### src/rtl/mont_r2_gen.sv
// Montgomery R^2 mod P generator: 2*WIDTH sequential modular doublings of acc,
// starting from 1, give 2^(2*WIDTH) mod P for an odd modulus P > 1.
module mont_r2_gen #(
  parameter int WIDTH = 256
) (
  input  logic             clk,
  input  logic             rst_n,
  input  logic             start,
  input  logic [WIDTH-1:0] P,
  output logic [WIDTH-1:0] R2,
  output logic             done,
  output logic             busy,
  output logic             err
);

  localparam int CNT_W = $clog2(2*WIDTH) + 1;
  localparam logic [CNT_W-1:0] LAST = CNT_W'(2*WIDTH - 1);

  typedef enum logic [1:0] {IDLE, RUN, DONE} state_t;

  state_t           state;
  logic [WIDTH-1:0] p_reg;
  logic [WIDTH-1:0] acc;
  logic [CNT_W-1:0] cnt;

  logic [WIDTH:0]   dbl;
  logic [WIDTH:0]   diff;
  logic [WIDTH-1:0] acc_nxt;
  logic             p_ok;

  // acc < p_reg keeps dbl < 2*p_reg, so a negative difference always shows up
  // in the top bit and doubles as the (t >= p_reg) compare.
  assign dbl     = {acc, 1'b0};
  assign diff    = dbl - {1'b0, p_reg};
  assign acc_nxt = diff[WIDTH] ? dbl[WIDTH-1:0] : diff[WIDTH-1:0];
  assign p_ok    = P[0] && (P > WIDTH'(1));

  always_ff @(posedge clk or negedge rst_n) begin
    if (!rst_n) begin
      state <= IDLE;
      p_reg <= '0;
      acc   <= '0;
      cnt   <= '0;
      R2    <= '0;
      done  <= 1'b0;
      busy  <= 1'b0;
      err   <= 1'b0;
    end else begin
      case (state)
        IDLE: begin
          if (start) begin
            p_reg <= P;
            acc   <= WIDTH'(1);
            cnt   <= '0;
            if (p_ok) begin
              state <= RUN;
              busy  <= 1'b1;
            end else begin
              state <= DONE;
              done  <= 1'b1;
              err   <= 1'b1;
              R2    <= '0;
            end
          end
        end
        RUN: begin
          acc <= acc_nxt;
          cnt <= cnt + 1'b1;
          if (cnt == LAST) begin
            state <= DONE;
            R2    <= acc_nxt;
            done  <= 1'b1;
            err   <= 1'b0;
            busy  <= 1'b0;
          end
        end
        DONE: begin
          if (!start) begin
            state <= IDLE;
            done  <= 1'b0;
            err   <= 1'b0;
          end
        end
        default: state <= IDLE;
      endcase
    end
  end

endmodule

### config.mk
export PLATFORM = sky130hd
export DESIGN_NAME = mont_r2_gen
export DESIGN_NICKNAME = d
export VERILOG_FILES = /design/src/rtl/mont_r2_gen.sv
export SDC_FILE = /design/constraint.sdc
export NUM_CORES = 2
export LEC_CHECK = 0
export CELL_PAD_IN_SITES_DETAIL_PLACEMENT = 0
export CELL_PAD_IN_SITES_GLOBAL_PLACEMENT = 2
export CORE_MARGIN = 2
export CORE_UTILIZATION = 36
export CTS_CLUSTER_DIAMETER = 120
export DETAILED_ROUTE_END_ITERATION = 7
export DONT_BUFFER_PORTS = 1
export PLACE_DENSITY_LB_ADDON = 0.1
export SLEW_MARGIN = 20
export SYNTH_ARGS = -nofsm -noshare
export SYNTH_HDL_FRONTEND = slang
export SYNTH_SLANG_ARGS = --single-unit
### constraint.sdc
create_clock -name clk -period 3.9 [get_ports clk]
set_input_delay 0.585 -clock clk [delete_from_list [all_inputs] [get_ports clk]]
set_output_delay 0.585 -clock clk [all_outputs]
set_load 0.03 [all_outputs]
* Word-level counts from Yosys, hierarchy flattened
Cells that the tools add are included.
Storage, ports and cells: output and inout port bits 259, bits in registers 783, bits of input ports 259
Cells by class: equality and inequality tests 8, $add $sub $neg 2, multiplexer cells 24, $lt $le $gt $ge 1, reductions and logical operators 10
Operator list (count):
- 2-to-1 mux 256 bit | 5
- one-hot mux 256 bit (2 select lines) | 2
- subtractor 257 x 256 -> 257 bit | 1
- greater-than comparator 256 x 1 -> 1 bit, second input constant | 1
- one-hot mux 10 bit (2 select lines) | 1
- adder 10 x 1 -> 10 bit, second input constant | 1
- == test 10 x 9 -> 1 bit, second input constant | 1
- 2-to-1 mux 10 bit | 1
- != test 2 bit, second input constant | 5
- 2-to-1 mux 2 bit | 4
- AND reduction 4 bit | 2
- 2-to-1 mux 1 bit | 7
- one-hot mux 1 bit (3 select lines) | 2
- one-hot mux 2 bit (3 select lines) | 1
- AND reduction 5 bit | 1
- AND reduction 2 bit | 2
- AND reduction 3 bit | 1
- nonzero test 3 bit | 1
- == test 2 x 1 -> 1 bit, second input constant | 1
- == test 2 bit, second input constant | 1
- logical NOT 2 bit | 1
- one-hot mux 1 bit (2 select lines) | 1
- nonzero test 2 bit | 1
- logical AND 1 bit | 1

* Depth between registers and ports, before layout
depth in word-level cells 5, mapped depth 22, mapped depth without buffers 17

* Worst setup path after synthesis
Ideal clock, no wire load.
path kind reg2reg, start reg acc[0], end reg acc[243], period minus slack after synthesis 4.286 ns, buffers on the path 3, arrival time 4.152 ns, library setup time 0.135 ns, stages on the path, launching flop included 21, setup slack -0.386 ns, required time 3.765 ns, cell sequence dfrtp_1 > inv_1 > fa_1 > nor2b_1 > o2111ai_1 > a211oi_2 > o21a_1 > o21ai_1 > o21ai_1 > a31oi_4 > o21bai_4 > a31oi_4 > o31ai_4 > a31oi_1 > a311o_1 > buf_6 > buf_12 > buf_8 > mux2_1 > nand2_1 > o21ai_0
On the way: cells in the longest elaborated chain, start to end 3
Ends and longest elaborated chain:
- start: declaration | line 23 | logic [WIDTH-1:0] acc;
- start signal: assignment | line 67 | acc <= acc_nxt;
- subtractor 257 x 256 -> 257 bit | line 34 | assign diff = dbl - {1'b0, p_reg};
- 2-to-1 mux 256 bit | line 35 | assign acc_nxt = diff[WIDTH] ? dbl[WIDTH-1:0] : diff[WIDTH-1:0];
- one-hot mux 256 bit (2 select lines) | line 49 | case (state)
Every way passes these cells. A chain may end at the register's enable or synchronous reset.

* Worst setup path in the final report
start reg p_reg[173], end reg acc[16]
On the way: cells in the longest elaborated chain, start to end 3
Ends and longest elaborated chain:
- start: declaration | line 22 | logic [WIDTH-1:0] p_reg;
- start signal: assignment | line 41 | p_reg <= '0;
- start signal: assignment | line 52 | p_reg <= P;
- subtractor 257 x 256 -> 257 bit | line 34
- 2-to-1 mux 256 bit | line 35
- one-hot mux 256 bit (2 select lines) | line 49
Every way passes these cells.

==> results.md <==
* Max-cap violation count at 0
* Register bit count reported by yosys at 783
* Final total power at 39.2 mW
* CP Cell Sequence: clkinvlp_4, ha_4, nand4_4, nor2_4, nand2_2, nor4_4, nand2_2, or4_4, o21bai_4, a31oi_4, o31ai_4, buf_6, a31oi_4, a311o_2, buf_12, buf_16, buf_16, buf_6, buf_6, mux2_4, nand2_2, o21ai_1
* Max-slew violations at 0
* Worst-margin pin slew at 1.17 ns
* Largest net degree at the start of global routing at around 800
* Synth unique cells at 92
* Int Power at 23.2 mW
* CTS H-tree depth at 3
* Mapped Avg Cell Area at approximately 8.4 µm²
* Initial antenna violation count at 14
* Gate power share at 0.505
* Power density cells at 522 mW/mm²
* Latest clock arrival within the worst-skew pair at ~0.72 ns
* Area grow syn2layout at 43.2%
* Overflow after GRT at 0
* Hold EP: p_reg[40]$_DFFE_PN0P_
* Die area at 0.149 mm²
* Seq pwr share at 0.266
* I/O pins at 518
* Max-slew headroom at 0.219
* Hold Path Class: primary input to flip-flop
* Mapped Area at 0.0524 mm²
* First-pass GRT wire length at 359000 µm
* DR vias/cell at 5.37
* Required time of the critical path at 4.47 ns
* Starting Density at 0.364
* CP delay by family, top: simple AND/OR/NAND/NOR gates
* Fillers at 14000
* Failing checks: negative setup slack
* DP HPWL at 196000 µm
* RR Endpoint: acc[16]$_DFFE_PN0P_
* Ys async rst share at 1.00
* Final wirelength at 246000 µm
* Worst vdd ir at 0.599 mV
* Sequential fraction of the synthesis area at 0.374
* Min cycle time layout at ~5.1 ns
* Utilization after layout at 0.521
* Most used DFF post-synth: dfrtp_1
* Final worst slack at -1.19 ns
* Critical path's largest stage delay at about 0.62 ns
* Core box area at 0.144 mm²
* Fraction of layout cells with a size suffix above 1 at 0.315
* Cells after synthesis at 6207
* Crit start category: flip-flop
* Crit path DAT at between 5 and 6 ns
* Mean routed wirelength per cell at 24.3 µm
* CTS buffer count at 91
* Sw Ratio at 0.408
* First-pass DRT Iterations at 6
* Leak pwr at ~35 nW
* Clock sinks at 783
* Unrepaired setup endpoints after global routing: yes
* Hold path depth at 1
* Port Buffers at 0
* Crit path buffers/inverters at 7
* # rows at 139
* Nets@finish at 8632
* Fin. Hold Viols at 0
* Root buf cell: clkbuf_16
* Footprint of the multi-input gates at 0.0309 mm²
* FF-to-FF setup slack at -1.19 ns
* Die Y at slightly below 400 µm
* DR vias at 54200
* Final setup fails at 512
* Drt initial violations at 3973
* Final ANT Viol Nets at 0
* Worst Setup End Kind: flip-flop
* Fin Clk Skew at roughly 0.037 ns
* Post-synth EDFFs at 0
* Sw Pwr at 16.0 mW
* Worst-path fanout max at 6
* Residual DRC count at 0
* Status: finished with violations
* CTS tree: done
* Vias in the first global route at between 50000 and 60000
* Final period util at 1.31
* Critical path class: flip-flop to flip-flop
* Width of the die at 385 µm
* Setup TNS at -515.32 ns
* Slowest-stage cell, CP: or4_4
* R2R depth at 22
* Clock Tree Buf Depth at 3
* Worst r2r src: p_reg[173]$_DFFE_PN0P_
* FF/Latch Area at 0.0196 mm²
* Net Count, Synth at 6727
* Power share of the clock group at 0.229
* Yosys warning count at 0
* Max Fclk at 196 MHz
* Pre-CTS setup slack at -1.45 ns
* WHS at ~0.045 ns
* Hold path start: P[40]
* GRT Util Overall at 0.324
* Routability cong. at 0.987
* Clk slew on worst S/H paths at 0.06 ns
-- worst max path at each step --
stage	start	end	slack, ns	depth (start not counted)
6_report	p_reg[173]$_DFFE_PN0P_	acc[16]$_DFFE_PN0P_	-1.19	22
5_1_grt	p_reg[173]$_DFFE_PN0P_	acc[22]$_DFFE_PN0P_	-1.33	22
4_1_cts	p_reg[0]$_DFFE_PN0P_	acc[22]$_DFFE_PN0P_	-1.16	24
3_5_place_dp	p_reg[65]$_DFFE_PN0P_	acc[210]$_DFFE_PN0P_	-1.45	20
3_3_place_gp	acc[10]$_DFFE_PN0P_	R2[251]$_DFFE_PN0P_	-1.37	20
2_1_floorplan	acc[170]$_DFFE_PN0P_	R2[234]$_DFFE_PN0P_	-0.16	19
-- what timing repair did --
item,in CTS,in global routing
hold endpoints to repair,1027,3
pin swaps,39,43
buffers inserted,36,5
gates cloned,11,4
gates resized for setup,179,164
setup endpoints to repair,512,512
hold buffers,244,1
-- per-stage QoR --
| step | area, µm² | cells |
|---|---|---|
| floorplan | 52600 | 6207 |
| finish | 75000 | 10100 |
| CTS | 74300 | 10100 |
| global route | 75000 | 10100 |
| global placement | 67600 | 9618 |
| detailed placement | 67600 | 9618 |
-- kinds of logic (layout without fill, tap and decap cells) --
group,after synthesis,count (layout),share of synthesized area
AO/OA/AOI/OAI,1870,1870,0.211
adder cells (fa/ha/maj),261,261,0.0625
buffers and inverters,638,2618,0.0539
XOR/XNOR,254,254,0.0425
other,0,4,0
flip-flops,783,783,0.374
multiplexers,421,421,0.0900
AND/OR/NAND/NOR,1980,1980,0.166
-- Yosys cell counts, drive strengths merged (17+ instances only) --
cell type	instances	area, µm²
nand2	1099	4130
o21ai	784	3940
dfrtp	783	19600
a21oi	515	2580
mux2	398	4480
nor2	338	1270
inv	324	1220
ha	260	3250
clkbuf	220	828
nand4	154	985
xnor2	151	1320
a21o	133	998
nor4	105	663
xor2	103	902
buf	80	647
nand3	75	375
nor3	74	382
o21bai	71	544
o211ai	60	450
o31ai	50	399
o21a	40	300
o311ai	30	263
a31oi	29	211
nand2b	29	181
a21boi	25	188
mux2i	23	230
nor2b	19	119
and2	17	106
-- per-layer routing --
metal / global-route usage / routed length, µm
met5: 0 / 53
met4: 0.0610 / 5060
met3: 0.0566 / 15400
met2: 0.485 / 104000
met1: 0.488 / 121000
-- cells in the final DEF, fill, tap and decap left out, drive strengths merged, types with 151 or more instances in the layout --
cell / n
nor2: 338
buf: 1875
xnor2: 151
dlygate4sd3: 245
mux2: 398
dfrtp: 783
o21ai: 784
a21oi: 515
inv: 332
nand2: 1099
ha: 260
nand4: 154
-- area by class of cell --
| class | instances | area share |
|---|---|---|
| Multi-Input combinational cell | 4786 | 0.412 |
| Timing Repair Buffer | 2125 | 0.238 |
| Sequential cell | 783 | 0.261 |
| Clock inverter | 35 | 0.00534 |
| Inverter | 325 | 0.0163 |
| Antenna cell | 4 | 0.000133 |
| Tap cell | 1903 | 0.0318 |
| Clock buffer | 133 | 0.0356 |
-- power groups by stage --
stage / Combinational [mW] / Sequential, mW / Clock, mW
after floorplan: 10.1 / 10.2 / 0
after global placement: 18.9 / 10.4 / 0
after detailed placement: 18.8 / 10.5 / 0
after CTS: 19.3 / 10.4 / 9.16
after global routing: 21.4 / 10.6 / 9.48
final: 19.8 / 10.4 / 8.97
No activity file was read; power rests on OpenSTA's default activity.
